**config.mk**
```make
export PLATFORM = sky130hd
export DESIGN_NAME = wb_gpio8
export DESIGN_NICKNAME = d
export VERILOG_FILES = /design/src/rtl/wb_gpio8_pkg.sv /design/src/rtl/gpio_sync2.sv /design/src/rtl/wb_gpio8.sv
export SDC_FILE = /design/constraint.sdc
export NUM_CORES = 1
export LEC_CHECK = 0
export CAP_MARGIN = 40
export CORE_UTILIZATION = 38
export CTS_CLUSTER_DIAMETER = 50
export DETAILED_ROUTE_END_ITERATION = 12
export GPL_ROUTABILITY_DRIVEN = 0
export GPL_TIMING_DRIVEN = 1
export PLACE_DENSITY = 0.82
export SYNTH_ARGS = -nofsm -noshare
export SYNTH_HDL_FRONTEND = slang
export SYNTH_HIERARCHICAL = 1
export SYNTH_SLANG_ARGS = --single-unit
```
**constraint.sdc**
```tcl
create_clock -name wb_clk_i -period 2 [get_ports wb_clk_i]
set_input_delay 0.2 -clock wb_clk_i [delete_from_list [all_inputs] [get_ports wb_clk_i]]
set_output_delay 0.2 -clock wb_clk_i [all_outputs]
set_load 0.05 [all_outputs]
```
**src/rtl/wb_gpio8_pkg.sv**
```systemverilog
// Shared definitions for the wb_gpio8 Wishbone GPIO peripheral:
// register word offsets (wb_adr_i[3:2]) and the bus handshake states.
package wb_gpio8_pkg;

    localparam logic [1:0] GPIO_DATA_OUT = 2'd0;
    localparam logic [1:0] GPIO_DIR      = 2'd1;
    localparam logic [1:0] GPIO_DATA_IN  = 2'd2;
    localparam logic [1:0] GPIO_IRQ_STAT = 2'd3;

    typedef enum logic [1:0] {
        ST_IDLE = 2'd0,
        ST_ACK  = 2'd1
    } bus_state_t;

endpackage

```
**src/rtl/gpio_sync2.sv**
```systemverilog
// Parameterised-width two-flop synchronizer for asynchronous pin inputs.
// Both stages clear to 0 on synchronous reset.
module gpio_sync2 #(
    parameter int WIDTH = 8
) (
    input  logic             clk,
    input  logic             srst,
    input  logic [WIDTH-1:0] d,
    output logic [WIDTH-1:0] q
);

    logic [WIDTH-1:0] meta_reg;
    logic [WIDTH-1:0] sync_reg;

    always_ff @(posedge clk) begin
        if (srst) begin
            meta_reg <= '0;
            sync_reg <= '0;
        end else begin
            meta_reg <= d;
            sync_reg <= meta_reg;
        end
    end

    assign q = sync_reg;

endmodule

```
**src/rtl/wb_gpio8.sv**
```systemverilog
// Wishbone B4 classic slave with eight GPIO lines (DATA_OUT, DIR, DATA_IN, IRQ_STAT).
// Define WB_GPIO8_IRQ_EN to enable rising-edge interrupts; otherwise irq_o is tied low.
module wb_gpio8 #(
    parameter logic [7:0] OUT_RESET = 8'h00,
    parameter logic [7:0] DIR_RESET = 8'h00
) (
    input  logic        wb_clk_i,
    input  logic        wb_rst_i,
    input  logic [31:0] wb_adr_i,
    input  logic [31:0] wb_dat_i,
    input  logic [3:0]  wb_sel_i,
    input  logic        wb_we_i,
    input  logic        wb_cyc_i,
    input  logic        wb_stb_i,
    output logic [31:0] wb_dat_o,
    output logic        wb_ack_o,
    input  logic [7:0]  gpio_i,
    output logic [7:0]  gpio_o,
    output logic [7:0]  gpio_oe_o,
    output logic        irq_o
);
    import wb_gpio8_pkg::*;

    bus_state_t state_reg, state_next;
    logic [7:0] out_reg, dir_reg, dat_reg;
    logic [7:0] sync_q;
    logic [7:0] irq_stat_val;
    logic [7:0] rd_data;
    logic [1:0] adr;
    logic       bus_hit;
    logic       wr_en;
    logic       unused_ok;

    assign unused_ok = &{1'b0, wb_adr_i[31:4], wb_adr_i[1:0], wb_dat_i[31:8], wb_sel_i[3:1]};

    gpio_sync2 #(.WIDTH(8)) u_sync (
        .clk  (wb_clk_i),
        .srst (wb_rst_i),
        .d    (gpio_i),
        .q    (sync_q)
    );

    assign adr     = wb_adr_i[3:2];
    // Only IDLE accepts a strobe, which is what forces acks onto alternate cycles.
    assign bus_hit = (state_reg == ST_IDLE) && wb_cyc_i && wb_stb_i;
    assign wr_en   = bus_hit && wb_we_i && wb_sel_i[0];

    always_comb begin
        state_next = state_reg;
        case (state_reg)
            ST_IDLE: if (bus_hit) state_next = ST_ACK;
            ST_ACK:  state_next = ST_IDLE;
            default: state_next = ST_IDLE;
        endcase
    end

    always_comb begin
        rd_data = 8'h00;
        case (adr)
            GPIO_DATA_OUT: rd_data = out_reg;
            GPIO_DIR:      rd_data = dir_reg;
            GPIO_DATA_IN:  rd_data = sync_q;
            GPIO_IRQ_STAT: rd_data = irq_stat_val;
            default:       rd_data = 8'h00;
        endcase
    end

    always_ff @(posedge wb_clk_i) begin
        if (wb_rst_i) begin
            state_reg <= ST_IDLE;
            out_reg   <= OUT_RESET;
            dir_reg   <= DIR_RESET;
            dat_reg   <= 8'h00;
        end else begin
            state_reg <= state_next;
            if (bus_hit) dat_reg <= rd_data;
            if (wr_en && adr == GPIO_DATA_OUT) out_reg <= wb_dat_i[7:0];
            if (wr_en && adr == GPIO_DIR)      dir_reg <= wb_dat_i[7:0];
        end
    end

    assign wb_ack_o  = (state_reg == ST_ACK);
    assign wb_dat_o  = {24'h000000, dat_reg};
    assign gpio_o    = out_reg;
    assign gpio_oe_o = dir_reg;

`ifdef WB_GPIO8_IRQ_EN
    logic [7:0] sync_prev_reg;
    logic [7:0] irq_stat_reg, irq_stat_next;
    logic [7:0] irq_clr;
    logic       irq_reg;

    assign irq_clr = (wr_en && adr == GPIO_IRQ_STAT) ? wb_dat_i[7:0] : 8'h00;

    // A fresh rising edge outranks a same-cycle W1C so no event is lost.
    for (genvar gi = 0; gi < 8; gi++) begin : g_irq_bit
        assign irq_stat_next[gi] = (sync_q[gi] && !sync_prev_reg[gi]) ? 1'b1 :
                                   (irq_clr[gi] ? 1'b0 : irq_stat_reg[gi]);
    end

    always_ff @(posedge wb_clk_i) begin
        if (wb_rst_i) begin
            sync_prev_reg <= 8'h00;
            irq_stat_reg  <= 8'h00;
            irq_reg       <= 1'b0;
        end else begin
            sync_prev_reg <= sync_q;
            irq_stat_reg  <= irq_stat_next;
            irq_reg       <= |irq_stat_reg;
        end
    end

    assign irq_stat_val = irq_stat_reg;
    assign irq_o        = irq_reg;
`else
    assign irq_stat_val = 8'h00;
    assign irq_o        = 1'b0;
`endif

endmodule

```
==> flow_summary.toml <==
[final_layout]
final_cell_mix = "clkdlybuf4s50_1, dfxtp_1, conb_1"
synthToLayoutAreaGrowth_pct = 30.1
nFillCells = 431
finalNetCount = 317
final_common_cell = "clkdlybuf4s50_1"
drive_above_1_share_pct = 13.1
num_antenna_cells = 0

[synthesis]
syn_area_mm2 = 0.00186
synth_seq_cells = 41
synth_edf_count = 0
synthAdderAreaFrac_pct = 0
synth_xor_area_share_pct = 0
synth-async-reset-ratio_pct = 0
synth_ff_type = "dfxtp_1"
syn_avg_cell_area_um2 = 10.1
netlist_instances = 185
synth-simple-area-share_pct = 21.8
synth_top_family_by_area = "simple AND/OR/NAND/NOR gates"
ys_seq_area_share_pct = 44.0
yosysUniqueCellTypes = 28
muxShareOfSynthArea_pct = 8.59
ys.warnings.count = 6
synth_compound_area_share_pct = 10.5

[grt]
globalRouteOverflowTotal = 0
grtUsageTotal_pct = 14.9
first_global_vias = 1221
grt_max_degree = 50
grt_antenna_before_repair = 0
grt_pass1_wl_um = 5780

[outcome]
failed_checks = "DRC"
status = "complete, but fails checks"

[critical_path]
worstSetupPathType = "reg2out"
cp_max_fo = 3
critPathCapture = "gpio_oe_o[2]"
path_cells = "clkdlybuf4s50_1"
crit_family = "buffers and inverters"
reg2reg_to = "dat_reg[2]"
start_kind = "register"
r2r_slack_ns = 0.74
cp.arrival_ns = 1.49
crit_start = "gpio_oe_o[2]"
cp_slowest_cell = "clkdlybuf4s50_1"
cp.buffers_inverters = 1
endpoint_kind = "primary output"
cp.depth = 1
required_ns = 1.80
reg2regPathDepth = 4
max_stage_delay_ns = 0.82
rr_startpoint = "state_reg[0]"

[clock_tree]
clockBufferDepth = 2
cts_tree = "yes"
clkTransAtPathRegs_ns = 0.07
clkLatencyLatePin_ns = 0.30
post_cts_buffers = 0
cts_max_level = 2
ctsResizeCount = 0
cts_num_sinks = 41
cts_hold_buf = 0
cts_made_buffers = 5
cts-root-buf = "clkbuf_8"

[floorplanning]
die_h_um = 72.0
die_w_um = 72.0
die-area_mm2 = 0.00519
fp-row-count = 25
start_util_pct = 39.5
io_pins = 131
coreArea_mm2 = 0.00472

[timing]
final-setup-viol-count = 0
hold_violations = 0
worstMarginPinSlew_ns = 0.517
finalMaxSlewViolations = 0
setup_ws_ns = 0.306
max_freq_mhz = 590
min_period_ns = 1.69
fin_tns_setup_ns = 0
fin_crit_sh_pct = 84.7
slew_headroom_pct = 65.4
fin_skew_ns = 0.00641
rsz0062_at_grt = "false"

[drt]
avgRoutedWirePerCell_um = 12.0
ant_nets = 0
wl_um = 3630
met2WireLength_um = 1660
dr.first_iter.drc_count = 83
wl_met3_um = 252
num_vias = 1364
post_drt_via_cell_ratio = 4.50
drt-pass1-iter-count = 8
drc = 1
met1Wirelength_um = 1640
top_layer_used = "met4"

[hold_path]
hold_path.class = "reg2reg"

[power_and_ir_drop]
ir_drop_uv = 386
p_sw_w = 0.000506
power_frac_seq_pct = 46.8
power_density_mw_per_mm2 = 753
switching_share_pct = 27.7
cellLeakagePower_nw = 0.979
clkPwrFrac_pct = 35.0
pwr-share-comb_pct = 18.2
p_int_w = 0.00132

[placement]
dp_slack_ns = 0.243
dp_hpwl_um = 2630
portBuffers = 48

[flow_run]
maxCapViolCount = 0
## kinds of logic (layout without fill, tap and decap cells)
kind of cell           count (synthesis)  count (layout)
flip-flops                            41              41
AO/OA/AOI/OAI                         30              30
multiplexers                          16              16
buffers and inverters                 37              64
other                                  1              25
AND/OR/NAND/NOR                       60              60
## stage by stage
stage | power, W | std cells | hold WS, ns | area, um^2 | util [%]
2_1_floorplan | 0.00115 | 209 | 0.328 | 1950 | -
3_3_place_gp | 0.00120 | 296 | 0.421 | 2320 | 49.1
3_5_place_dp | 0.00121 | 296 | 0.427 | 2320 | 49.1
4_1_cts | 0.00184 | 303 | 0.444 | 2420 | 51.3
5_1_grt | 0.00189 | 303 | 0.461 | 2420 | 51.3
6_report | 0.00182 | 303 | 0.439 | 2420 | 51.3
## how the worst min path moves through the flow
stage,from,to,cells past startpoint
after floorplan,gpio_i[3],u_sync/meta_reg[3],1
after global placement,u_sync/meta_reg[3],u_sync/q[3],1
after detailed placement,u_sync/meta_reg[3],u_sync/q[3],1
after CTS,u_sync/meta_reg[3],u_sync/q[3],1
after global routing,gpio_i[6],u_sync/meta_reg[6],2
final,u_sync/meta_reg[3],u_sync/q[3],1
## final cells by class
cell class	count	area (um^2)	share of cell area [%]
sequential	41	821	33.8
multi-input combinational	131	856	35.3
clock inverter	2	35.0	1.44
clock buffer	5	68.8	2.84
timing repair buffer	57	561	23.1
tap	67	83.8	3.46
## per-layer routing
layer  track usage [%]  vias up
met5                 0        -
li1                  -      688
met2              23.6       47
met3              5.69        6
met1              17.9      623
met4              7.19        0
## power by group through the flow
stage	sequential, W	combinational, W	clock (W)
global route	0.000857	0.000352	0.000681
CTS	0.000855	0.000332	0.000652
detailed placement	0.000874	0.000332	0
floorplan	0.000916	0.000232	0
finish	0.000854	0.000332	0.000639
global placement	0.000873	0.000329	0
## synth_stat cells, drive strengths merged, types with 2 or more instances
cell,count,area [um^2]
dfxtp,41,821
buf,36,274
mux2i,16,160
nand2b,16,100
nor2b,11,93.8
nor2,10,40.0
a21oi,8,40.0
nand4,8,50.1
o21ai,8,40.0
a211oi,6,45.0
a2bb2oi,6,52.6
and2b,6,52.6
nand3b,3,22.5
a311oi,2,17.5
or2,2,12.5
No activity file was read; power rests on OpenSTA's default activity.
